<file path="src/rtl/dut_alu_pipe_if.sv">
// Handshake/operand/result bundle for dut_alu_pipe; DATA_W must match the unit's DATA_W.
interface dut_alu_pipe_if #(
    parameter int unsigned DATA_W = 8
);
    logic                  i_valid;
    logic                  o_ready;
    logic [DATA_W-1:0]     i_data_A;
    logic [DATA_W-1:0]     i_data_B;
    logic [1:0]            i_op;
    logic                  i_acc_clr;
    logic                  o_valid;
    logic                  i_ready;
    logic [2*DATA_W-1:0]   o_data;
    logic                  o_ovf;

    modport slave (
        input  i_valid, i_data_A, i_data_B, i_op, i_acc_clr, i_ready,
        output o_ready, o_valid, o_data, o_ovf
    );

    modport master (
        output i_valid, i_data_A, i_data_B, i_op, i_acc_clr, i_ready,
        input  o_ready, o_valid, o_data, o_ovf
    );
endinterface

</file>
<file path="src/rtl/dut_alu_pipe.sv">
// Pipelined mul/add/sub/mac unit with valid/ready handshake and a STAGES-deep stall pipeline.
// Define DUT_ALU_MAC_EN to build the accumulator; otherwise op 11 behaves as mul.
module dut_alu_pipe #(
    parameter int unsigned DATA_W = 8,
    parameter int unsigned STAGES = 2
) (
    input  logic           i_clk,
    input  logic           i_reset,
    dut_alu_pipe_if.slave  bus
);
    localparam int unsigned RES_W = 2 * DATA_W;
    localparam int unsigned SUM_W = RES_W + 1;

    logic                          adv_c;
    logic                          accept_c;
    logic [RES_W-1:0]              prod_c;
    logic [RES_W-1:0]              res_c;
    logic                          res_ovf_c;

    logic [STAGES-1:0]             valid_q, valid_d;
    logic [STAGES-1:0]             ovf_q, ovf_d;
    logic [STAGES-1:0][RES_W-1:0]  data_q, data_d;

    // Stage g takes its input from stage g-1; index 0 of the extended vectors is the new result
    logic [STAGES:0]               valid_ext_c;
    logic [STAGES:0]               ovf_ext_c;
    logic [STAGES:0][RES_W-1:0]    data_ext_c;

    assign adv_c    = !valid_q[STAGES-1] || bus.i_ready;
    assign accept_c = bus.i_valid && adv_c;
    assign prod_c   = RES_W'(bus.i_data_A) * RES_W'(bus.i_data_B);

`ifdef DUT_ALU_MAC_EN
    logic [RES_W-1:0] acc_q, acc_d;
    logic [RES_W-1:0] acc_base_c;

    assign acc_base_c = bus.i_acc_clr ? '0 : acc_q;
`else
    logic unused_acc_clr;

    assign unused_acc_clr = bus.i_acc_clr;
`endif

    // Result of the operation presented at the input, plus accumulator update on an accepted mac
    always_comb begin
        res_c     = prod_c;
        res_ovf_c = 1'b0;
`ifdef DUT_ALU_MAC_EN
        acc_d     = acc_q;
`endif
        case (bus.i_op)
            2'b01: res_c = RES_W'(bus.i_data_A) + RES_W'(bus.i_data_B);
            2'b10: begin
                res_c     = RES_W'(bus.i_data_A) - RES_W'(bus.i_data_B);
                res_ovf_c = bus.i_data_A < bus.i_data_B;
            end
`ifdef DUT_ALU_MAC_EN
            2'b11: begin
                {res_ovf_c, res_c} = SUM_W'(acc_base_c) + SUM_W'(prod_c);
                if (accept_c) begin
                    acc_d = res_c;
                end
            end
`endif
            default: res_c = prod_c;
        endcase
    end

    assign valid_ext_c = {valid_q, accept_c};
    assign ovf_ext_c   = {ovf_q, res_ovf_c};
    assign data_ext_c  = {data_q, res_c};

    // Valid bits shift on every advance; payloads load only behind a valid entry
    for (genvar g = 0; g < STAGES; g++) begin : g_stage
        assign valid_d[g] = adv_c ? valid_ext_c[g] : valid_q[g];
        assign ovf_d[g]   = (adv_c && valid_ext_c[g]) ? ovf_ext_c[g]  : ovf_q[g];
        assign data_d[g]  = (adv_c && valid_ext_c[g]) ? data_ext_c[g] : data_q[g];
    end

    always_ff @(posedge i_clk) begin
        if (i_reset) begin
            valid_q <= '0;
            ovf_q   <= '0;
            data_q  <= '0;
        end else begin
            valid_q <= valid_d;
            ovf_q   <= ovf_d;
            data_q  <= data_d;
        end
    end

`ifdef DUT_ALU_MAC_EN
    always_ff @(posedge i_clk) begin
        if (i_reset) begin
            acc_q <= '0;
        end else begin
            acc_q <= acc_d;
        end
    end
`endif

    assign bus.o_ready = adv_c;
    assign bus.o_valid = valid_q[STAGES-1];
    assign bus.o_data  = data_q[STAGES-1];
    assign bus.o_ovf   = ovf_q[STAGES-1];

endmodule

</file>
<file path="src/flat_wrapper.sv">
// flat-port wrapper written by rule: the top's interface ports become plain ports
module dut_alu_pipe_flat 
#(
    parameter int unsigned DATA_W = 8,
    parameter int unsigned STAGES = 2
)
  (i_clk, i_reset, bus_i_valid, bus_i_data_A, bus_i_data_B, bus_i_op, bus_i_acc_clr, bus_i_ready, bus_o_ready, bus_o_valid, bus_o_data, bus_o_ovf);
  dut_alu_pipe_if #(.DATA_W(DATA_W)) bus_i ();
  input  logic i_clk;
  input  logic i_reset;
  input wire logic [$bits(bus_i.i_valid)-1:0] bus_i_valid;
  input wire logic [$bits(bus_i.i_data_A)-1:0] bus_i_data_A;
  input wire logic [$bits(bus_i.i_data_B)-1:0] bus_i_data_B;
  input wire logic [$bits(bus_i.i_op)-1:0] bus_i_op;
  input wire logic [$bits(bus_i.i_acc_clr)-1:0] bus_i_acc_clr;
  input wire logic [$bits(bus_i.i_ready)-1:0] bus_i_ready;
  output wire logic [$bits(bus_i.o_ready)-1:0] bus_o_ready;
  output wire logic [$bits(bus_i.o_valid)-1:0] bus_o_valid;
  output wire logic [$bits(bus_i.o_data)-1:0] bus_o_data;
  output wire logic [$bits(bus_i.o_ovf)-1:0] bus_o_ovf;
  assign bus_i.i_valid = bus_i_valid;
  assign bus_i.i_data_A = bus_i_data_A;
  assign bus_i.i_data_B = bus_i_data_B;
  assign bus_i.i_op = bus_i_op;
  assign bus_i.i_acc_clr = bus_i_acc_clr;
  assign bus_i.i_ready = bus_i_ready;
  assign bus_o_ready = bus_i.o_ready;
  assign bus_o_valid = bus_i.o_valid;
  assign bus_o_data = bus_i.o_data;
  assign bus_o_ovf = bus_i.o_ovf;
  dut_alu_pipe #(.DATA_W(DATA_W), .STAGES(STAGES)) u_core (.i_clk(i_clk), .i_reset(i_reset), .bus(bus_i));
endmodule
</file>
<file path="config.mk">
export PLATFORM = sky130hd
export DESIGN_NAME = dut_alu_pipe_flat
export DESIGN_NICKNAME = d
export VERILOG_FILES = /design/src/rtl/dut_alu_pipe_if.sv /design/src/rtl/dut_alu_pipe.sv /design/src/flat_wrapper.sv
export SDC_FILE = /design/constraint.sdc
export NUM_CORES = 1
export LEC_CHECK = 0
export ABC_AREA = 1
export BUFFER_PORTS_ARGS = -buffer_cell sky130_fd_sc_hd__buf_2
export CORE_MARGIN = 2
export CORE_UTILIZATION = 25
export DETAILED_ROUTE_END_ITERATION = 10
export PLACE_DENSITY = 0.45
export RECOVER_POWER = 25
export SLEW_MARGIN = 20
export SYNTH_ARGS = -nofsm -noshare
export SYNTH_HDL_FRONTEND = slang
export SYNTH_SLANG_ARGS = --single-unit
export TNS_END_PERCENT = 20
</file>
<file path="constraint.sdc">
create_clock -name i_clk -period 6.7 [get_ports i_clk]
set_clock_uncertainty 0.2 [all_clocks]
set_input_delay 1.34 -clock i_clk [delete_from_list [all_inputs] [get_ports i_clk]]
set_output_delay 1.34 -clock i_clk [all_outputs]
set_load 0.1 [all_outputs]
</file>
==> metrics, run 1 <==
GRT Total Usage=12.7%; endpoints failing hold=0; Starting Density=25.6%; Synth Register Bits=36; crit path capture type=flip-flop; DRT antenna net count=0; Req. time, crit path=6.71 ns; die height=137 um; critical-path maximum fanout=9; Max Cap Violations=0; die width=137 um; type of the worst setup path=input pin to flip-flop; Worst Setup Start Kind=input pin; Final Hold Slack=0.262 ns; final worst path period need=5.29 ns; Fmax=189 MHz; crit-path max cell delay=0.57 ns; global route total overflow=0; worst skew pair latency=0.28 ns; # DRC=0; Hold Crit Class=flip-flop to flip-flop; Synth async-reset ratio=0%; Clk pin slew, worst setup/hold paths=0.06 ns; DR WL met2=5490 um; share of the synthesized area in the top cell type=17.1%; synth top area cells=fa_1 (17%), dfxtp_1 (16%), ha_1 (15%), nand2_1 (12%), inv_1 (11%); Yosys top cell by area=fa_1; fin. max-slew vios=0; crit-path most repeated cell=fa_1; CORE AREA=0.0174 mm^2; Final Setup Violations=0; 1st-iter DRT viols=197; number of setup buffers added after CTS=0; clk root buf=clkbuf_16; CP delay by family, top=adder cells; RePlAce Congestion=0.817; DR vias=3771; Synth Net Count=763; Rows=48; wl on met1=5530 um; Post-synth top cells=nand2_1 (143), inv_1 (134), nor2_1 (65); status=completed; first-pass GRT wire length=19300 um; Final Cycle Share=78.9%; PwrDens=240 mW/mm^2; Clock Sinks=36; post-synthesis cell area=0.00445 mm^2; critical path arrival=5.30 ns; Worst Max-Slew Pin Slew=1.17 ns; vias per cell=4.25; maximum vdd drop=0.0991 mV; die footprint=0.0189 mm^2; gate count of the mapped netlist=648; TritonRoute pass-1 iters=5; CTS buffer count=5; top sig layer=met4; relative slew slack=22.1%; Synth cell types=33; H-tree depth=2; Lkg Pwr=0.00278 uW; vias in the first global route=3936; wire per inst=12.7 um; number of synthesized flops with an enable pin=0; Routed met3 length=242 um; HPWL after DPL=9090 um; Area Growth Syn to Fin=8.77%; Worst path slowest cell=fa_1; Ys Warns=0; initial antenna violation count=0; Nets=776; largest net degree at the start of global routing=30; I/O pin count=42; CTS tree=yes; post_cts resized=0; ant diodes=0; port bufs=40; Cell Chain, Critical Path=buf_2, ha_1, fa_1, fa_1, fa_1, inv_1, fa_1, inv_1, ha_1, a21oi_1, nor2_1, o21ai_0, nand3_1, nand2_1, nand3_1, a21oi_2; Post-CTS Hold Fix Bufs=0; predominant post-synthesis flop cell=dfxtp_1; overall routed net length=11300 um; Seq/Total Area, Yosys=16.2%; CTS Buffer Depth=2; most frequent cell after synthesis=nand2_1; RSZ-0062 raised after global routing=false; Setup TNS=0 ns; share of layout cells above drive strength 1=8.01%; Buf+Inv Stages, Crit Path=3; Mapped Avg Cell Area=6.87 um^2
tightest hold or removal path: stages (launching register included):
cell,delay (ns)
dfxtp_1,0.31
nand2_1,0.06
a21oi_1,0.05
sequential cells by signal, indices dropped and copies added (netlist names):
register / flops
u_core.ovf_q: 2
u_core.data_ext_c: 16
u_core.valid_q: 2
u_core.bus.o_data: 16
metal layers:
layer	vias up	track usage [%]
li1	1994	-
met1	1745	16.8
met2	29	23.3
met3	3	1.47
met4	0	0.859
met5	-	0
final cells by class:
cell class / count / area, um^2
Tap cell: 225 / 282
Sequential cell: 36 / 721
Clock inverter: 1 / 8.76
Clock buffer: 7 / 133
Multi-Input combinational cell: 438 / 2990
Timing Repair Buffer: 40 / 186
Fill cell: 1980 / 12500
Inverter: 140 / 526
cell usage in the layout (no fill, tap or decap), drive strengths merged, types with 2 or more instances in the layout:
| cell type | count |
|---|---|
| a21oi | 37 |
| a31oi | 2 |
| buf | 29 |
| clkbuf | 18 |
| dfxtp | 36 |
| fa | 38 |
| ha | 54 |
| inv | 140 |
| nand2 | 145 |
| nand3 | 34 |
| nand4 | 3 |
| nor2 | 67 |
| nor3 | 3 |
| o211ai | 2 |
| o21ai | 43 |
| xnor2 | 2 |
path summary, 6_finish.rpt:
check / startpoint / slack (ns) / end / depth (start not counted)
worst max-delay path: bus_i_data_B[4] / 1.41 / u_core.data_ext_c[31] / 16
worst min-delay path: u_core.valid_q[0] / 0.26 / u_core.valid_q[0] / 2
worst max register to register: u_core.valid_q[1] / 4.74 / u_core.data_ext_c[27] / 8
worst min register to register: u_core.valid_q[0] / 0.26 / u_core.valid_q[0] / 2
power by group:
part	total [uW]	switching, uW	internal [uW]
logic	691	464	227
clock network	223	84.8	139
registers	247	10.2	237
total	1160	559	603
metrics by stage:
| step | utilization [%] | cells | instance area, um^2 | power (uW) | worst slack [ns] |
|---|---|---|---|---|---|
| finish | 27.9 | 887 | 4840 | 1160 | 1.41 |
| global route | 27.9 | 887 | 4840 | 1300 | 1.09 |
| CTS | 28.0 | 887 | 4860 | 1190 | 1.38 |
| detailed placement | 27.2 | 879 | 4720 | 954 | 1.10 |
| global placement | 27.2 | 879 | 4720 | 959 | 1.11 |
| floorplan | - | 648 | 4450 | 789 | 1.57 |
cells by family (layout without fill, tap and decap cells):
kind of cell | Yosys count | count (layout) | share of synthesized area [%]
buffers and inverters | 174 | 188 | 16.6
AO/OA/AOI/OAI | 90 | 90 | 11.5
adder cells (fa/ha/maj) | 92 | 92 | 32.3
flip-flops | 36 | 36 | 16.2
XOR/XNOR | 3 | 3 | 0.590
AND/OR/NAND/NOR | 253 | 253 | 22.9
No activity file was read; power rests on OpenSTA's default activity.
==> inputs of run 2 (changes only) <==
- PLACE_DENSITY: 0.45 -> 0.47
- clock period: 6.7 -> 4.35 ns (I/O delays scaled with it)
==> run 2 against run 1 <==
  * Clock power increased by 59%
  * Combinational power is 110% higher
  * Via count increased by 5.2%
  * Worst hold slack better by 0.0020 ns
  * Largest power group unchanged
  * Largest cell class unchanged
  * Sequential cell count unchanged
  * Sequential power is 54% higher
  * Routed wire length fell by 0.52%
  * Highest routed layer unchanged
  * Critical path depth unchanged
==> metrics, run 2 (synthesis results as in run 1) <==
die width=137 um; Lkg Pwr=0.00303 uW; H-tree depth=2; initial antenna violation count=0; # DRC=0; fin cells=931; CTS buffer count=5; 1st-iter DRT viols=168; HPWL after DPL=9300 um; design area=0.00544 mm^2; Seq. cell area=721 um^2; Final Setup Violations=0; die height=137 um; die footprint=0.0189 mm^2; Clk pin slew, worst setup/hold paths=0.06 ns; Rows=48; status=completed; Req. time, crit path=4.36 ns; Worst Setup Start Kind=input pin; vias in the first global route=4096; GRT Total Usage=12.7%; global route total overflow=0; critical-path maximum fanout=4; relative slew slack=22.6%; Max Cap Violations=0; Nets=820; maximum vdd drop=0.174 mV; final-layout fill cell count=1898; crit path capture type=flip-flop; vias per cell=4.26; Clock Sinks=36; CTS Buffer Depth=2; Final Cycle Share=99.3%; Worst Max-Slew Pin Slew=1.17 ns; wire per inst=12.1 um; DRT antenna net count=0; worst skew pair latency=0.28 ns; Area Growth Syn to Fin=22.1%; placed inst area=0.00514 mm^2; TritonRoute pass-1 iters=4; most frequent cells in the layout=nand2_1 (134), inv_1 (130), nor2_1 (64); DR vias=3966; ant diodes=0; clk root buf=clkbuf_16; RePlAce Congestion=0.833; share of layout cells above drive strength 1=19.7%; commonest non-fill, non-tap cell in the layout=nand2_1; Fmax=232 MHz; CORE AREA=0.0174 mm^2; I/O pin count=42; first-pass GRT wire length=19500 um; overall routed net length=11200 um; fin. max-slew vios=0; Hold Crit Class=flip-flop to flip-flop; type of the worst setup path=input pin to flip-flop; endpoints failing hold=0; Starting Density=25.6%; dpl cells=923; critical path arrival=4.33 ns; final worst path period need=4.32 ns; port bufs=40; PwrDens=408 mW/mm^2; area of the multi-input gates=0.00321 mm^2; RSZ-0062 raised after global routing=true; CTS tree=yes; largest net degree at the start of global routing=30
run 2: cell count changes in the layout (fill, tap and decap cells not counted), sizes merged:
cell	before	now
clkinv	1	2
buf	29	71
clkbuf	18	19
run 2: layer usage:
| metal | global-route usage [%] | routed length [um] |
|---|---|---|
| met3 | 1.32 | 208 |
| met4 | 1.83 | 79 |
| met5 | 0 | 0 |
| met1 | 16.4 | 5290 |
| met2 | 23.4 | 5640 |
run 2: power by group:
part,switching [uW],internal (uW)
Clock,130,225
Sequential,16.3,365
Combinational,854,628
Total,1000,1220
run 2: through the flow:
stage          power, uW  hold slack [ns]  setup slack [ns]  TNS [ns]  util (%)
3_3_place_gp        1760            0.253            -0.364     -2.79      29.6
3_5_place_dp        1750            0.257            -0.347     -2.92      29.6
2_1_floorplan       1340            0.243           0.00265         0         -
4_1_cts             2150            0.264           -0.0112   -0.0112      30.6
6_report            2220            0.264            0.0320         0      31.3
5_1_grt             2440            0.284            -0.137    -0.916      31.3
run 2: area by class of cell:
class	instances	share of cell area [%]
multi-input cells	438	59.0
clock inverters	2	0.184
flip-flops and latches	36	13.3
well taps	225	5.18
inverters	140	9.67
clock buffers	6	2.56
repair buffers	84	10.1
run 2: worst paths after layout:
kind / startpoint / to / slack [ns] / cells after the start
min reg2reg: u_core.valid_q[0] / u_core.valid_q[0] / 0.26 / 2
max: bus_i_data_B[4] / u_core.data_ext_c[31] / 0.03 / 16
max reg2reg: u_core.valid_q[1] / u_core.data_ext_c[25] / 2.33 / 8
min: u_core.valid_q[0] / u_core.valid_q[0] / 0.26 / 2
run 2: repair_timing:
item	4_1_cts	5_1_grt
resized for setup	5	40
cloned	0	0
pin swaps	2	23
hold endpoints to repair	0	0
buffers inserted	0	0
hold buffers	0	0
endpoints found under the setup margin	6	10
run 2: worst max-delay path, cell delays in order:
cell and delay, ns:
buf_2 0.14, ha_2 0.20, fa_1 0.46, fa_1 0.51, fa_1 0.49, inv_1 0.05, fa_1 0.52, inv_1 0.07
ha_4 0.25, a21oi_4 0.18, nor2_2 0.07, o21ai_2 0.12, nand3_1 0.09, nand2_1 0.06, nand3_1 0.10, a21oi_2 0.14
==> inputs of run 3 (changes only) <==
- PLACE_DENSITY: 0.47 -> 0.45
- clock period: 4.35 -> 5.5 ns (I/O delays scaled with it)
==> run 3 against run 2 <==
  * Sequential share of layout area rose by 1.5 points
  * Final cell count fell by 4.0%
  * Worst hold slack got worse by 0.0035 ns
  * Sequential power fell by 21%
  * Clock power fell by 23%
  * Highest routed layer unchanged
  * Cell area fell by 9.9%
  * Critical path depth did not move
  * First-iteration DRC count rose by 8.3%
  * Combinational power fell by 43%
  * Utilization fell by 3.1 points
  * Via count fell by 3.5%
  * Sequential cell count did not move
==> metrics, run 3 (synthesis results as in run 1) <==
status=completed; Fmax=199 MHz; 1st-iter DRT viols=182; I/O pin count=42; Rows=48; dpl cells=886; GRT Total Usage=13.1%; critical path arrival=5.03 ns; port bufs=40; type of the worst setup path=input pin to flip-flop; Max Cap Violations=0; die height=137 um; overall routed net length=11300 um; Hold Crit Class=flip-flop to flip-flop; Worst Setup Start Kind=input pin; maximum vdd drop=0.122 mV; die footprint=0.0189 mm^2; ant diodes=0; Req. time, crit path=5.51 ns; Setup TNS=0 ns; placed inst area=0.00477 mm^2; Post-CTS Hold Fix Bufs=0; number of setup buffers added after CTS=0; Final Cycle Share=91.3%; first-pass GRT wire length=19600 um; PwrDens=289 mW/mm^2; crit path capture type=flip-flop; CTS Buffer Depth=2; Clk pin slew, worst setup/hold paths=0.06 ns; clk root buf=clkbuf_16; Lkg Pwr=0.00282 uW; vias per cell=4.28; Worst Max-Slew Pin Slew=1.17 ns; Nets=783; pre-CTS setup slack=0.150 ns; TritonRoute pass-1 iters=4; commonest non-fill, non-tap cell in the layout=nand2_1; Setup WS post-layout=0.480 ns; relative slew slack=22.6%; worst reg2reg path depth=8; fin. max-slew vios=0; Starting Density=25.6%; post_cts resized=0; DR vias=3829; most frequent cells in the layout=nand2_1 (144), inv_1 (134), nor2_1 (65); RSZ-0062 raised after global routing=false; final worst path period need=5.02 ns; CORE AREA=0.0174 mm^2; largest net degree at the start of global routing=30; DRT antenna net count=0; RePlAce Congestion=0.823; initial antenna violation count=0; worst skew pair latency=0.27 ns; HPWL after DPL=9250 um; Final Setup Violations=0; endpoints failing hold=0; hold depth=2; H-tree depth=2; critical-path maximum fanout=7; vias in the first global route=3988; design area=0.00490 mm^2; wire per inst=12.7 um; Area Growth Syn to Fin=10.0%; share of layout cells above drive strength 1=9.42%; global route total overflow=0; total power=1420 uW; Clock Sinks=36; fin cells=894; CTS buffer count=5; CTS tree=yes; # DRC=0; die width=137 um
run 3: cell count changes in the layout (fill, tap and decap cells not counted), sizes merged:
cell / before / now
buf: 71 / 37
clkbuf: 19 / 15
clkinv: 2 / 3
run 3: metal layers:
metal	up-vias	routed length [um]	GRT usage, %
met4	0	37	1.20
met5	-	0	0
met3	4	269	1.43
met2	29	5530	23.6
met1	1787	5470	17.3
li1	2009	-	-
run 3: through the flow:
step                hold slack (ns)  util [%]
floorplan                     0.243         -
CTS                           0.263      28.3
finish                        0.261      28.2
global route                  0.282      28.2
detailed placement            0.254      27.5
global placement              0.254      27.5
run 3: area by class of cell:
cell class | instances | area [um^2]
fillers | 1941 | 12500
repair buffers | 47 | 240
well taps | 225 | 282
clock inverters | 3 | 18.8
multi-input cells | 438 | 2990
inverters | 140 | 526
flip-flops and latches | 36 | 721
clock buffers | 5 | 125
run 3: final timing paths:
| check | startpoint | endpoint | slack (ns) |
|---|---|---|---|
| min reg2reg | u_core.valid_q[0] | u_core.valid_q[0] | 0.26 |
| min | u_core.valid_q[0] | u_core.valid_q[0] | 0.26 |
| max reg2reg | u_core.valid_q[1] | u_core.data_ext_c[27] | 3.54 |
| max | bus_i_data_B[4] | u_core.data_ext_c[31] | 0.48 |
run 3: where the power goes:
group,total (uW),internal [uW],switching [uW]
combinational,843,280,563
sequential,301,289,12.9
clock,272,167,105
run 3: critical path: stages:
cell and delay [ns]:
buf_2 0.16, ha_1 0.28, fa_1 0.58, fa_1 0.45
fa_1 0.55, inv_1 0.06, fa_1 0.52, inv_1 0.04
ha_1 0.35, a21oi_1 0.26, nor2_1 0.08, o21ai_0 0.23
nand3_1 0.11, nand2_1 0.06, nand3_1 0.08, a21oi_2 0.13
